--- src/rtl/pwm_pkg.sv ---
// Shared constants and the staging-record type for the multi-channel PWM block.
// The record is sized for the largest legal configuration; unused upper bits stay zero.
package pwm_pkg;

  localparam int CH_DEF = 4;
  localparam int CW_DEF = 8;
  localparam int CH_MAX = 16;
  localparam int CW_MAX = 16;

  typedef struct packed {
    logic [CW_MAX-1:0]             period;
    logic [CH_MAX-1:0][CW_MAX-1:0] duty;
    logic [CH_MAX-1:0]             dir;
  } pwm_stage_t;

endpackage

--- src/rtl/pwm_chan.sv ---
// One PWM channel: active duty register, direction-change blanking and the
// registered compare output against the shared period counter.
module pwm_chan
  import pwm_pkg::*;
#(
  parameter int CW = CW_DEF
) (
  input  logic          clk,
  input  logic          rst_n,
  input  logic          en,
  input  logic [CW-1:0] cnt,
  input  logic          boundary,
  input  logic          apply,
  input  logic [CW-1:0] duty_new,
  input  logic          dir_change,
  output logic          pwm_out
);

  logic [CW-1:0] duty_act;
  logic          blank;

  // NOTE: sequential state uses non-blocking assignments so every register
  // samples pre-edge values; the reset branch is asynchronous and comes first.
  always_ff @(posedge clk or negedge rst_n) begin
    if (!rst_n) begin
      duty_act <= '0;
      blank    <= 1'b0;
      pwm_out  <= 1'b0;
    end else begin
      // Compare uses the duty/blank in force during the current count value.
      pwm_out <= en && !blank && (cnt < duty_act);
      if (apply) begin
        duty_act <= duty_new;
      end
      // A reversal silences the channel for one full period after it is applied.
      if (apply && dir_change) begin
        blank <= 1'b1;
      end else if (boundary) begin
        blank <= 1'b0;
      end
    end
  end

endmodule

--- src/rtl/pwm_multi.sv ---
// Multi-channel PWM with a shared period counter, double-buffered settings that
// take effect at period boundaries, and per-channel direction-change blanking.
module pwm_multi
  import pwm_pkg::*;
#(
  parameter int CH = CH_DEF,
  parameter int CW = CW_DEF
) (
  input  logic             clk,
  input  logic             rst_n,
  input  logic             en,
  input  logic             load,
  input  logic [CW-1:0]    period,
  input  logic [CH*CW-1:0] duty,
  input  logic [CH-1:0]    dir_in,
  output logic [CH-1:0]    pwm_out,
  output logic [CH-1:0]    dir_out,
  output logic             period_end,
  output logic             pending
);

  logic [CW-1:0] cnt;
  logic [CW-1:0] period_act;
  pwm_stage_t    stage;
  pwm_stage_t    stage_in;
  logic          boundary;
  logic          apply;
  logic [CH-1:0] dir_new;
  logic [CH-1:0] dir_change;

  assign boundary   = en && (cnt == period_act);
  // While stopped there is no boundary to wait for, so staged values go in at once.
  assign apply      = pending && (boundary || !en);
  assign dir_new    = stage.dir[CH-1:0];
  assign dir_change = dir_new ^ dir_out;

  // NOTE: every variable assigned in always_comb gets a default first, so no
  // path leaves it unassigned and no latch is inferred.
  always_comb begin
    stage_in = '0;
    stage_in.period[CW-1:0] = period;
    for (int i = 0; i < CH; i++) begin
      stage_in.duty[i][CW-1:0] = duty[i*CW +: CW];
    end
    stage_in.dir[CH-1:0] = dir_in;
  end

  // A load always wins over a simultaneous apply: the new values wait for the next boundary.
  always_ff @(posedge clk or negedge rst_n) begin
    if (!rst_n) begin
      stage   <= '0;
      pending <= 1'b0;
    end else if (load) begin
      stage   <= stage_in;
      pending <= 1'b1;
    end else if (apply) begin
      pending <= 1'b0;
    end
  end

  always_ff @(posedge clk or negedge rst_n) begin
    if (!rst_n) begin
      cnt        <= '0;
      period_act <= '1;
      dir_out    <= '0;
      period_end <= 1'b0;
    end else begin
      period_end <= boundary;
      if (!en || boundary) begin
        cnt <= '0;
      end else begin
        cnt <= cnt + CW'(1);
      end
      if (apply) begin
        period_act <= stage.period[CW-1:0];
        dir_out    <= dir_new;
      end
    end
  end

  for (genvar g = 0; g < CH; g++) begin : g_chan
    pwm_chan #(
      .CW(CW)
    ) u_chan (
      .clk       (clk),
      .rst_n     (rst_n),
      .en        (en),
      .cnt       (cnt),
      .boundary  (boundary),
      .apply     (apply),
      .duty_new  (stage.duty[g][CW-1:0]),
      .dir_change(dir_change[g]),
      .pwm_out   (pwm_out[g])
    );
  end

endmodule

--- config.mk ---
export PLATFORM = sky130hd
export DESIGN_NAME = pwm_multi
export DESIGN_NICKNAME = d
export VERILOG_FILES = /design/src/rtl/pwm_pkg.sv /design/src/rtl/pwm_chan.sv /design/src/rtl/pwm_multi.sv
export SDC_FILE = /design/constraint.sdc
export NUM_CORES = 1
export LEC_CHECK = 0
export CORE_UTILIZATION = 50
export CTS_CLUSTER_SIZE = 20
export DETAILED_ROUTE_END_ITERATION = 10
export PLACE_DENSITY = 0.71
export RECOVER_POWER = 50
export REMOVE_ABC_BUFFERS = 1
export SLEW_MARGIN = 40
export SYNTH_ARGS = -nofsm -noshare
export SYNTH_HDL_FRONTEND = slang
export SYNTH_SLANG_ARGS = --single-unit
--- constraint.sdc ---
create_clock -name clk -period 2.85 [get_ports clk]
set_input_delay 0.7125 -clock clk [delete_from_list [all_inputs] [get_ports clk]]
set_output_delay 0.7125 -clock clk [all_outputs]
set_load 0.02 [all_outputs]
==> results.md <==
* Non-Filler Instances at 692
* Vias/cell at 5.574
* Top layer in use: met4
* Crit path kind: reg2reg
* Worst hold start: stage[51]$_DFFE_PN0P_
* Reg2reg setup slack at 670 ps
* Synth top area share at 42.03%
* Core ar. at 0.01142 mm^2
* Post-route ant nets at 0
* Sequential share of the synthesized area at 45.64%
* Ratio of cells with drive above 1 in the final layout at 22.77%
* Sequential Power Share at 47.2%
* Clock group share of total power at 31.3%
* Status: finished, final reports clean
* Clk_skew at 5.412 ps
* First-pass DRT Iterations at 4
* Die Area at 0.01210 mm^2
* Cell Chain, Critical Path: xnor2_1 > nand4_4 > buf_4 > nor3_4 > o22ai_1
* Initial DRC Count at 146
* Register clock-pin slew on the reported worst setup and hold paths at 70 ps
* CTS Hold Buffers Added at 0
* Area contributors post-synth: dfrtp_1 42%, o211ai_2 9.2%, mux2_2 8.5%
* Num ports at 58
* Fmax at 0.4584 GHz
* Tcrit/Tclk final at 76.54%
* Routed vias at 3857
* Worst-case clock buffer depth at 2
* CP required at 3050 ps
* Slew headroom at 24.80%
* CTS H-tree depth at 3
* Clock root buffer: clkbuf_16
* Switching share of power at 29.17%
* Mean post-synth cell area at 11.46 um^2
* Placement Rows at 39
* Worst Setup End Kind: flip-flop
* Filler cells at 971
* Max FO, Critical Path at 30
* RD Place Congestion at 0.8309
* Layout Utilization at 58.55%
* Multi-input logic area at 0.002795 mm^2
* Die Ht at 110.0 um
* Commonest cells in the netlist: 98 x dfrtp_1, 48 x nand2_1, 48 x nand2b_1, 45 x o211ai_1, 44 x mux2_2
* Clock latency on the worst-skew pair at 350 ps
* Mapped Area at 0.005834 mm^2
* Initial antenna violation count at 0
* Worst path max stage delay at 500 ps
* HPWL Detailed at 7.284 mm
* Syn. warnings at 0
* Wirelength, routed at 11.05 mm
* Ys flop type: dfrtp_1
* Final min period at 2181 ps
* Clock net sink count at 106
* Setup violations, final at 0
* Worst R2R End: g_chan[1].u_chan.blank$_DFFE_PN0P_
* First-pass GRT wire length at 19.18 mm
* Worst r2r path cells at 5
* CTS tree: yes
* DRC viols at 0
* Port Buf Inserts at 57
* Hold WC Path Type: reg2reg
* Total internal power at 0.002863 W
* Pin count of the biggest net entering global routing at 94
* Crit path max-delay family: simple AND/OR/NAND/NOR gates
* Metal3 WL at 405 um
* Actual slew at the worst max-slew pin at 1128 ps
* Gr ovfl total at 0
* Hold endpoint: stage[51]$_DFFE_PN0P_
* WP buf/inv at 1
* Sum Neg Setup Slack at 0 ps
* Synth Instances at 509
* Setup WS pre-CTS at 678.8 ps
* Final #Nets at 622
* Hold path depth at 1
* Worst vdd ir at 0.0005411 V
* Resized Gates After CTS at 0
* DRT met1 WL at 5.365 mm
* Yosys reg bits at 106
* Routed len/inst at 15.97 um
* Worst path slowest cell: dfrtp_1
* WL met2 at 5.188 mm
* RSZ-0062 raised after global routing: false
* Fin. max-slew vios at 0
* Sw Pwr at 0.001179 W
* Final Hold Fails at 0
* EDFF count, synth at 0
* Postcts setup bufs at 0
* R2R Path Start: cnt[5]$_DFF_PN0_
* WP data arrival at 2380 ps
* Register Area at 0.002664 mm^2
* PD cells at 604.6 mW/mm^2
* Worst Setup Start Kind: flip-flop
* Yosys cell types at 31
* Max_cap viols at 0
* Vias in the first global route at 3875
* Ant diodes at 0
* Starting Density at 51.10%
* Die width at 110.0 um
* Number of CTS-inserted buffers at 9
* Largest area contributor in the netlist: dfrtp_1
* Leak pwr at 2.944 nW
* GRT Overall Usage at 20.67%
* Post-synth ARST share at 100.0%
* Post-placement cell count at 677
* Comb power frac at 21.4%
* Post-route setup slack at 668.5 ps
* Cell count along the critical path at 5
* Count leader, synth: dfrtp_1
* Area growth, synth to finish at 14.58%
==> worst reg2reg max path: stages, from the launching register on <==
cell and delay [ps]:
dfrtp_1 500, xnor2_1 290, nand4_4 380, buf_4 430, nor3_4 320, o22ai_1 110
==> how the worst max path moves through the flow <==
stage                              start                                  to  slack [ps]
2_1_floorplan  period_act[4]$_DFFE_PN1P_                 pending$_DFFE_PN0P_           4
3_3_place_gp            cnt[5]$_DFF_PN0_                    cnt[6]$_DFF_PN0_         760
3_5_place_dp            cnt[5]$_DFF_PN0_                    cnt[2]$_DFF_PN0_         680
4_1_cts                 cnt[5]$_DFF_PN0_                    cnt[2]$_DFF_PN0_         660
5_1_grt                            rst_n               stage[36]$_DFFE_PN0P_         430
6_report                cnt[5]$_DFF_PN0_  g_chan[1].u_chan.blank$_DFFE_PN0P_         670
==> power groups by stage <==
stage,registers [W],logic (W),clock network (W)
6_report,0.00191,0.000867,0.00127
5_1_grt,0.00194,0.000978,0.00137
3_3_place_gp,0.00193,0.000852,0
3_5_place_dp,0.00194,0.000879,0
2_1_floorplan,0.00192,0.000551,0
4_1_cts,0.00191,0.000885,0.00131
==> state kept, by name, summed over array words and instances (netlist names), 4 cells and up <==
register                count
dir_out                     4
period_act                  8
cnt                         8
g_chan.u_chan.pwm_out       4
stage                      40
dir_new                     4
g_chan.u_chan.blank         4
g_chan.u_chan.duty_act     32
==> cells in the final DEF, fill, tap and decap left out, types with 2 or more instances in the layout <==
cell,n
clkbuf_16,9
a21o_1,5
ha_1,29
and2_1,2
o211ai_2,43
buf_4,5
or4_1,8
o22ai_1,4
a2111oi_0,4
dfrtp_1,97
xnor2_1,11
nand3_1,2
o2111ai_1,4
and3_1,2
o21a_1,8
nor2_1,7
mux2_2,44
dfstp_2,8
o211ai_1,45
inv_1,33
nand2b_1,48
nand2_1,48
clkbuf_8,2
clkdlybuf4s50_1,54
nand4_4,2
xor2_1,7
a21oi_1,4
==> stage by stage <==
step | power [W] | area (um^2) | hold WS (ps)
finish | 0.004042 | 6685 | 507.2
global route | 0.004286 | 6685 | 524.6
CTS | 0.004104 | 6701 | 354.4
detailed placement | 0.002815 | 6397 | 497.4
global placement | 0.002778 | 6397 | 493.4
floorplan | 0.002472 | 5564 | 416.9
==> cell families (layout without fill, tap and decap cells) <==
kind of cell,Yosys count,count (layout),share of synthesized area (%)
simple gates,121,121,11.13
compound gates,119,119,19.06
flops,106,106,45.64
buf+inv,72,112,6.755
mux,44,44,8.492
fa+ha+maj,29,29,6.219
xor+xnor,18,18,2.702
==> per-layer routing <==
layer / GRT usage (%) / vias to the layer above
li1: - / 1882
met1: 28.16 / 1902
met2: 33.13 / 66
met3: 5.350 / 7
met4: 4.667 / 0
met5: 0 / -
==> layout make-up <==
cell class,instances,share of cell area [%]
repair buffers,64,9.264
multi-input cells,331,41.81
inverters,33,1.853
flip-flops and latches,106,39.85
clock inverters,4,0.7674
clock buffers,11,3.781
well taps,143,2.676
Power figures use the tool's default switching activity.
